$ cat config.mk
export PLATFORM = sky130hd
export DESIGN_NAME = harmonic_sequencer
export DESIGN_NICKNAME = d
export VERILOG_FILES = /design/src/rtl/harmonic_sequencer.sv
export SDC_FILE = /design/constraint.sdc
export NUM_CORES = 1
export LEC_CHECK = 0
export CAP_MARGIN = 20
export CORE_MARGIN = 5
export CORE_UTILIZATION = 45
export CTS_BUF_LIST = sky130_fd_sc_hd__clkbuf_8
export CTS_CLUSTER_DIAMETER = 120
export DETAILED_ROUTE_END_ITERATION = 6
export MAX_ROUTING_LAYER = met4
export PLACE_DENSITY = 0.7
export SETUP_SLACK_MARGIN = 0.2
export SYNTH_ARGS = -nofsm -noshare
export SYNTH_HDL_FRONTEND = slang
export SYNTH_SLANG_ARGS = --single-unit
$ cat constraint.sdc
create_clock -name i_Clock -period 7.4 [get_ports i_Clock]
set_input_delay 2.22 -clock i_Clock [delete_from_list [all_inputs] [get_ports i_Clock]]
set_output_delay 2.22 -clock i_Clock [all_outputs]
set_load 0.1 [all_outputs]
$ cat src/rtl/harmonic_sequencer.sv
// Per-sample sequencer for the additive-synthesis datapath: sample-rate timer,
// control shadow registers and the harmonic handshake state machine.
module harmonic_sequencer #(
  parameter logic [15:0] SAMPLE_INTERVAL = 16'd1023,
  parameter logic [7:0]  MAX_HARMONICS   = 8'd100,
  parameter logic [7:0]  TIMEOUT         = 8'd64,
  parameter logic [15:0] DEF_FREQUENCY   = 16'd90
) (
  input  logic        i_Clock,
  input  logic        i_Reset_n,
  input  logic        i_Ctrl_Valid,
  input  logic [15:0] i_Frequency,
  input  logic [15:0] i_Freq_Offset,
  input  logic [7:0]  i_Harmonic_Count,
  input  logic        i_Clear_Status,
  input  logic [1:0]  i_Scaler_Ready,
  input  logic        i_Sample_Ready,
  input  logic [1:0]  i_Adder_Done,
  input  logic        i_Freq_Too_High,
  output logic [15:0] o_Frequency,
  output logic [15:0] o_Freq_Offset,
  output logic [7:0]  o_Harmonic,
  output logic        o_Next_Sample,
  output logic [1:0]  o_Scaler_Start,
  output logic        o_Scaler_Restart,
  output logic [1:0]  o_Adder_Start,
  output logic        o_Last_Harmonic,
  output logic        o_Adder_Clear,
  output logic        o_Capture,
  output logic        o_DAC_Send,
  output logic        o_Overrun,
  output logic        o_Fault
);

  typedef enum logic [3:0] {
    S_WAIT_TICK,
    S_MULT,
    S_MULT_WAIT,
    S_SAMPLE_WAIT,
    S_ADD,
    S_ADD_WAIT,
    S_NEXT,
    S_CAPTURE,
    S_CLEAR
  } state_t;

  state_t      state_q, state_d;
  logic [15:0] timer_q, timer_d;
  logic [15:0] freq_sh_q, freq_sh_d;
  logic [15:0] offset_sh_q, offset_sh_d;
  logic [7:0]  count_sh_q, count_sh_d;
  logic [15:0] freq_q, freq_d;
  logic [15:0] offset_q, offset_d;
  logic [7:0]  count_q, count_d;
  logic [7:0]  harmonic_q, harmonic_d;
  logic [7:0]  wait_cnt_q, wait_cnt_d;
  logic        next_sample_q, next_sample_d;
  logic [1:0]  scaler_start_q, scaler_start_d;
  logic        scaler_restart_q, scaler_restart_d;
  logic [1:0]  adder_start_q, adder_start_d;
  logic        last_harmonic_q, last_harmonic_d;
  logic        adder_clear_q, adder_clear_d;
  logic        capture_q, capture_d;
  logic        dac_send_q, dac_send_d;
  logic        overrun_q, overrun_d;
  logic        fault_q, fault_d;

  logic        tick;
  logic        bank;
  logic        wait_expired;
  logic        set_overrun;
  logic        set_fault;
  logic [7:0]  count_clamped;
  logic [8:0]  harmonic_inc;

  assign tick         = (timer_q == SAMPLE_INTERVAL);
  assign bank         = harmonic_q[0];
  assign wait_expired = (wait_cnt_q == TIMEOUT - 8'd1);
  assign harmonic_inc = {1'b0, harmonic_q} + 9'd1;

  always_comb begin
    count_clamped = i_Harmonic_Count;
    if (i_Harmonic_Count == 8'd0) begin
      count_clamped = 8'd1;
    end else if (i_Harmonic_Count > MAX_HARMONICS) begin
      count_clamped = MAX_HARMONICS;
    end
  end

  // Shadows follow every control pulse; the active copies move only at an accepted tick.
  always_comb begin
    timer_d     = tick ? 16'd0 : timer_q + 16'd1;
    freq_sh_d   = i_Ctrl_Valid ? i_Frequency   : freq_sh_q;
    offset_sh_d = i_Ctrl_Valid ? i_Freq_Offset : offset_sh_q;
    count_sh_d  = i_Ctrl_Valid ? count_clamped : count_sh_q;
  end

  always_comb begin
    state_d          = state_q;
    freq_d           = freq_q;
    offset_d         = offset_q;
    count_d          = count_q;
    harmonic_d       = harmonic_q;
    wait_cnt_d       = 8'd0;
    next_sample_d    = 1'b0;
    scaler_start_d   = 2'b00;
    scaler_restart_d = 1'b0;
    adder_start_d    = 2'b00;
    last_harmonic_d  = 1'b0;
    adder_clear_d    = 1'b0;
    capture_d        = 1'b0;
    dac_send_d       = 1'b0;
    set_fault        = 1'b0;
    set_overrun      = tick && (state_q != S_WAIT_TICK);

    case (state_q)
      S_WAIT_TICK: begin
        if (tick) begin
          dac_send_d       = 1'b1;
          scaler_restart_d = 1'b1;
          next_sample_d    = 1'b1;
          harmonic_d       = 8'd0;
          freq_d           = freq_sh_q;
          offset_d         = offset_sh_q;
          count_d          = count_sh_q;
          state_d          = S_MULT;
        end
      end
      S_MULT: begin
        scaler_start_d[bank] = 1'b1;
        state_d              = S_MULT_WAIT;
      end
      S_MULT_WAIT: begin
        if (i_Scaler_Ready[bank]) begin
          state_d = S_SAMPLE_WAIT;
        end else if (wait_expired) begin
          set_fault = 1'b1;
          state_d   = S_CAPTURE;
        end else begin
          wait_cnt_d = wait_cnt_q + 8'd1;
        end
      end
      S_SAMPLE_WAIT: begin
        if (i_Sample_Ready) begin
          state_d = S_ADD;
        end else if (wait_expired) begin
          set_fault = 1'b1;
          state_d   = S_CAPTURE;
        end else begin
          wait_cnt_d = wait_cnt_q + 8'd1;
        end
      end
      S_ADD: begin
        adder_start_d[bank] = 1'b1;
        last_harmonic_d     = (harmonic_q == count_q - 8'd1);
        state_d             = S_ADD_WAIT;
      end
      S_ADD_WAIT: begin
        if (i_Adder_Done[bank]) begin
          state_d = S_NEXT;
        end else if (wait_expired) begin
          set_fault = 1'b1;
          state_d   = S_CAPTURE;
        end else begin
          wait_cnt_d = wait_cnt_q + 8'd1;
        end
      end
      S_NEXT: begin
        harmonic_d    = harmonic_inc[7:0];
        next_sample_d = 1'b1;
        if (harmonic_inc >= {1'b0, count_q} || i_Freq_Too_High) begin
          state_d = S_CAPTURE;
        end else begin
          state_d = S_MULT;
        end
      end
      S_CAPTURE: begin
        capture_d = 1'b1;
        state_d   = S_CLEAR;
      end
      S_CLEAR: begin
        adder_clear_d = 1'b1;
        state_d       = S_WAIT_TICK;
      end
      default: state_d = S_WAIT_TICK;
    endcase

    // A set event on the same clock as a clear request keeps the flag set.
    overrun_d = set_overrun ? 1'b1 : (i_Clear_Status ? 1'b0 : overrun_q);
    fault_d   = set_fault   ? 1'b1 : (i_Clear_Status ? 1'b0 : fault_q);
  end

  always_ff @(posedge i_Clock or negedge i_Reset_n) begin
    if (!i_Reset_n) begin
      state_q          <= S_WAIT_TICK;
      timer_q          <= 16'd0;
      freq_sh_q        <= DEF_FREQUENCY;
      offset_sh_q      <= 16'd0;
      count_sh_q       <= MAX_HARMONICS;
      freq_q           <= DEF_FREQUENCY;
      offset_q         <= 16'd0;
      count_q          <= MAX_HARMONICS;
      harmonic_q       <= 8'd0;
      wait_cnt_q       <= 8'd0;
      next_sample_q    <= 1'b0;
      scaler_start_q   <= 2'b00;
      scaler_restart_q <= 1'b0;
      adder_start_q    <= 2'b00;
      last_harmonic_q  <= 1'b0;
      adder_clear_q    <= 1'b0;
      capture_q        <= 1'b0;
      dac_send_q       <= 1'b0;
      overrun_q        <= 1'b0;
      fault_q          <= 1'b0;
    end else begin
      state_q          <= state_d;
      timer_q          <= timer_d;
      freq_sh_q        <= freq_sh_d;
      offset_sh_q      <= offset_sh_d;
      count_sh_q       <= count_sh_d;
      freq_q           <= freq_d;
      offset_q         <= offset_d;
      count_q          <= count_d;
      harmonic_q       <= harmonic_d;
      wait_cnt_q       <= wait_cnt_d;
      next_sample_q    <= next_sample_d;
      scaler_start_q   <= scaler_start_d;
      scaler_restart_q <= scaler_restart_d;
      adder_start_q    <= adder_start_d;
      last_harmonic_q  <= last_harmonic_d;
      adder_clear_q    <= adder_clear_d;
      capture_q        <= capture_d;
      dac_send_q       <= dac_send_d;
      overrun_q        <= overrun_d;
      fault_q          <= fault_d;
    end
  end

  assign o_Frequency      = freq_q;
  assign o_Freq_Offset    = offset_q;
  assign o_Harmonic       = harmonic_q;
  assign o_Next_Sample    = next_sample_q;
  assign o_Scaler_Start   = scaler_start_q;
  assign o_Scaler_Restart = scaler_restart_q;
  assign o_Adder_Start    = adder_start_q;
  assign o_Last_Harmonic  = last_harmonic_q;
  assign o_Adder_Clear    = adder_clear_q;
  assign o_Capture        = capture_q;
  assign o_DAC_Send       = dac_send_q;
  assign o_Overrun        = overrun_q;
  assign o_Fault          = fault_q;

endmodule
==> results.md <==
* Status: completed
* Post-synth top area cell: dfrtp_1
* Initial Utilization at 45.5%
* Slew margin rel. at 30.7%
* Die Y at 122 microns
* Power Dens Cells at 205 mW/mm^2
* Setup bufs post-CTS at 0
* Wire per inst at 14.9 microns
* Die Area at 0.0149 sq mm
* Post-synthesis xor/xnor area fraction at 4.79%
* Critical path class: reg -> out
* Seq/Total Area, Yosys at 56.4%
* Skew final at 8.37 ps
* RSZ-0062 raised after global routing: no
* Cells after synthesis at 477
* Unique cell type count in the Yosys netlist at 52
* Final Setup Violations at 0
* Cell area after synthesis at 0.00567 sq mm
* Worst path bufs/invs at 1
* Post-synth EDFFs at 0
* Total grt overflow at 0
* Psw at 322 uW
* Worst-path clk slew at 70 ps
* CTS tree: built
* Switching Fraction at 21.7%
* Clk network pwr share at 46.3%
* F_max at 222 MHz
* Critical path's largest stage delay at 1230 ps
* Synth top area cells: dfrtp_1 (50%), mux2_2 (12%), dfstp_2 (6.5%)
* Syn_nets at 539
* Hold buffer count at cts at 0
* Gp weighted congestion at 0.877
* HP Class: reg -> reg
* Crit-path leading delay family: buffers and inverters
* # clock sinks at 127
* Simple-Gate Fraction of Synth Area at 13.5%
* Post-DRT Antenna Nets at 0
* Final Hold Violating Endpoints at 0
* Root Buffer: clkbuf_8
* I/O Buffers at 101
* Period utilization at 61.0%
* Total routing usage reported by global routing at 16.8%
* Post-layout minimum cycle time at 4510 ps
* Clock Tree Buf Depth at 2
* Skew-Pair Late Insertion Delay at 430 ps
* Share of layout cells above drive strength 1 at 20.3%
* Share of the synthesized area in the top cell type at 49.9%
* Startpoint Class: register
* Worst slew pin tran at 1040 ps
* Utilization after layout at 58.3%
* Total Neg Setup Slack at 0 ps
* Peak VDD IR at 0.000215 V
* Vias in the first global route at 4055
* Final Max Tran Viols at 0
* Flop pwr share at 48.9%
* Initial drt markers at 233
* # IOs at 102
* DRC at 0
* Combinational power share at 4.8%
* Yosys warns at 0
* Worst setup EP type: output port
* Vias at 3871
* Layout area overhead at 28.2%
* Pint at 1160 uW
* Post-cts resize count at 0
* Arr. time, crit path at 2290 ps
* Initial antenna violation count at 0
* Largest net degree at the start of global routing at 71
* First-pass GRT wire length at 19.2 mm
* # rows at 41
* Slowest-stage cell, CP: clkdlybuf4s50_1
* Post-Synth Adder-Cell Area at 2.65%
* CTS Buf Count at 17
* Top FF cell, synth: dfrtp_1
* DP Wirelength at 7.86 mm
* Synthesized area per cell at 11.9 sq um
* Data required time at the worst endpoint at 5180 ps
* Yosys reg bits at 127
* Async set or reset register ratio after synthesis at 100%
* Ant diodes at 0
* Final #Nets at 641
* DIE WIDTH at 122 microns
* Core ar. at 0.0125 sq mm
* Max_cap viols at 0
* Mux cell area share after synthesis at 14.0%
* Largest family of logic cells by synthesized area: multiplexers
* Pleak at 0.00324 uW
* Final WL at 11.4 mm
* Routed vias/inst at 5.07
* Hold Slack at 477 ps
* Htree depth at 4
* Compound-gate portion of the synthesized area at 5.74%
* Drt first pass iters at 5
* Critical-path cell list: clkdlybuf4s50_1
* Crit path max fanout at 13
synth_stat cells (11+ instances only):
library cell,n
clkbuf_1,11
nor2_1,34
xor2_1,17
a21oi_1,13
xnor2_1,14
nand3_1,21
o21ai_0,12
mux2_2,59
inv_1,20
dfrtp_1,113
nand2_1,40
dfstp_2,14
ha_1,12
sequential cells by signal, indices dropped and copies added, names as in the netlist:
register and flops:
freq_sh_q 16, o_Adder_Start 2, o_Last_Harmonic 1, o_Harmonic 8, o_Fault 1, state_q 4
o_Capture 1, o_Scaler_Start 2, count_sh_q 8, wait_cnt_q 8, count_q 8, o_Frequency 16
o_Freq_Offset 16, offset_sh_q 16, o_Adder_Clear 1, timer_q 16, o_Overrun 1, o_DAC_Send 1
o_Next_Sample 1
layout make-up:
cell class,instances,area (sq um)
Clock buffer,17,234
Tap cell,172,215
Inverter,20,75.1
Multi-Input combinational cell,311,2310
Sequential cell,127,3200
Clock inverter,15,230
Timing Repair Buffer,102,1010
Fill cell,1057,5200
logic make-up (layout without fill, tap and decap cells):
logic type / count (synthesis) / count (layout)
flip-flops: 127 / 127
multiplexers: 71 / 71
AND/OR/NAND/NOR: 148 / 148
XOR/XNOR: 31 / 31
AO/OA/AOI/OAI: 49 / 49
buffers and inverters: 39 / 154
adder cells (fa/ha/maj): 12 / 12
layer usage:
metal	wire (microns)	share of wire [%]	global-route usage, %
met1	4750	42	19.6
met2	5290	47	25.8
met3	1210	11	7.97
met4	109	0.96	5.60
met5	0	0	-
power by group through the flow:
| stage | combinational, uW | sequential (uW) | clock [uW] |
|---|---|---|---|
| 2_1_floorplan | 28.9 | 737 | 0 |
| 3_3_place_gp | 70.8 | 738 | 0 |
| 3_5_place_dp | 73.1 | 740 | 0 |
| 4_1_cts | 73.5 | 727 | 706 |
| 5_1_grt | 79.7 | 729 | 739 |
| 6_report | 71.2 | 726 | 689 |
stage by stage:
| step | area (sq um) | power [uW] | cells | setup slack [ps] |
|---|---|---|---|---|
| after floorplan | 5670 | 765 | 477 | 3860 |
| after CTS | 7270 | 1510 | 764 | 2820 |
| final | 7270 | 1490 | 764 | 2890 |
| after global routing | 7270 | 1550 | 764 | 2790 |
| after global placement | 6800 | 809 | 732 | 3360 |
| after detailed placement | 6800 | 813 | 732 | 3290 |
cell usage in the layout (no fill, tap or decap), types with 3 or more instances in the layout:
cell	count
mux2_1	9
clkdlybuf4s50_1	99
ha_1	12
nor3_1	7
clkbuf_8	17
nor2_1	34
xor2_1	17
dfstp_2	14
inv_1	21
a21oi_1	13
inv_6	5
nand4_1	7
o22ai_1	6
nand3_1	21
nor2b_1	3
nand2_1	40
and3_1	6
and2_1	3
mux2i_1	3
dfrtp_1	113
mux2_2	59
nor4_1	5
bufinv_16	5
nand2b_1	7
xnor2_1	14
o21ai_0	12
final timing paths:
kind	to	start	depth (start not counted)	slack (ps)
worst max-delay path	o_Harmonic[0]	o_Harmonic[0]$_DFFE_PN0P_	1	2890
worst min-delay path	timer_q[15]$_DFF_PN0_	timer_q[15]$_DFF_PN0_	1	480
worst max register to register	state_q[2]$_DFFE_PN0P_	o_Harmonic[0]$_DFFE_PN0P_	9	4530
worst min register to register	timer_q[15]$_DFF_PN0_	timer_q[15]$_DFF_PN0_	1	480
max in group asynchronous	o_Scaler_Start[0]$_DFF_PN0_	i_Reset_n	2	4240
min in group asynchronous	freq_sh_q[5]$_DFFE_PN0P_	i_Reset_n	1	1830
Note: power is estimated with default switching activity, not from simulation.
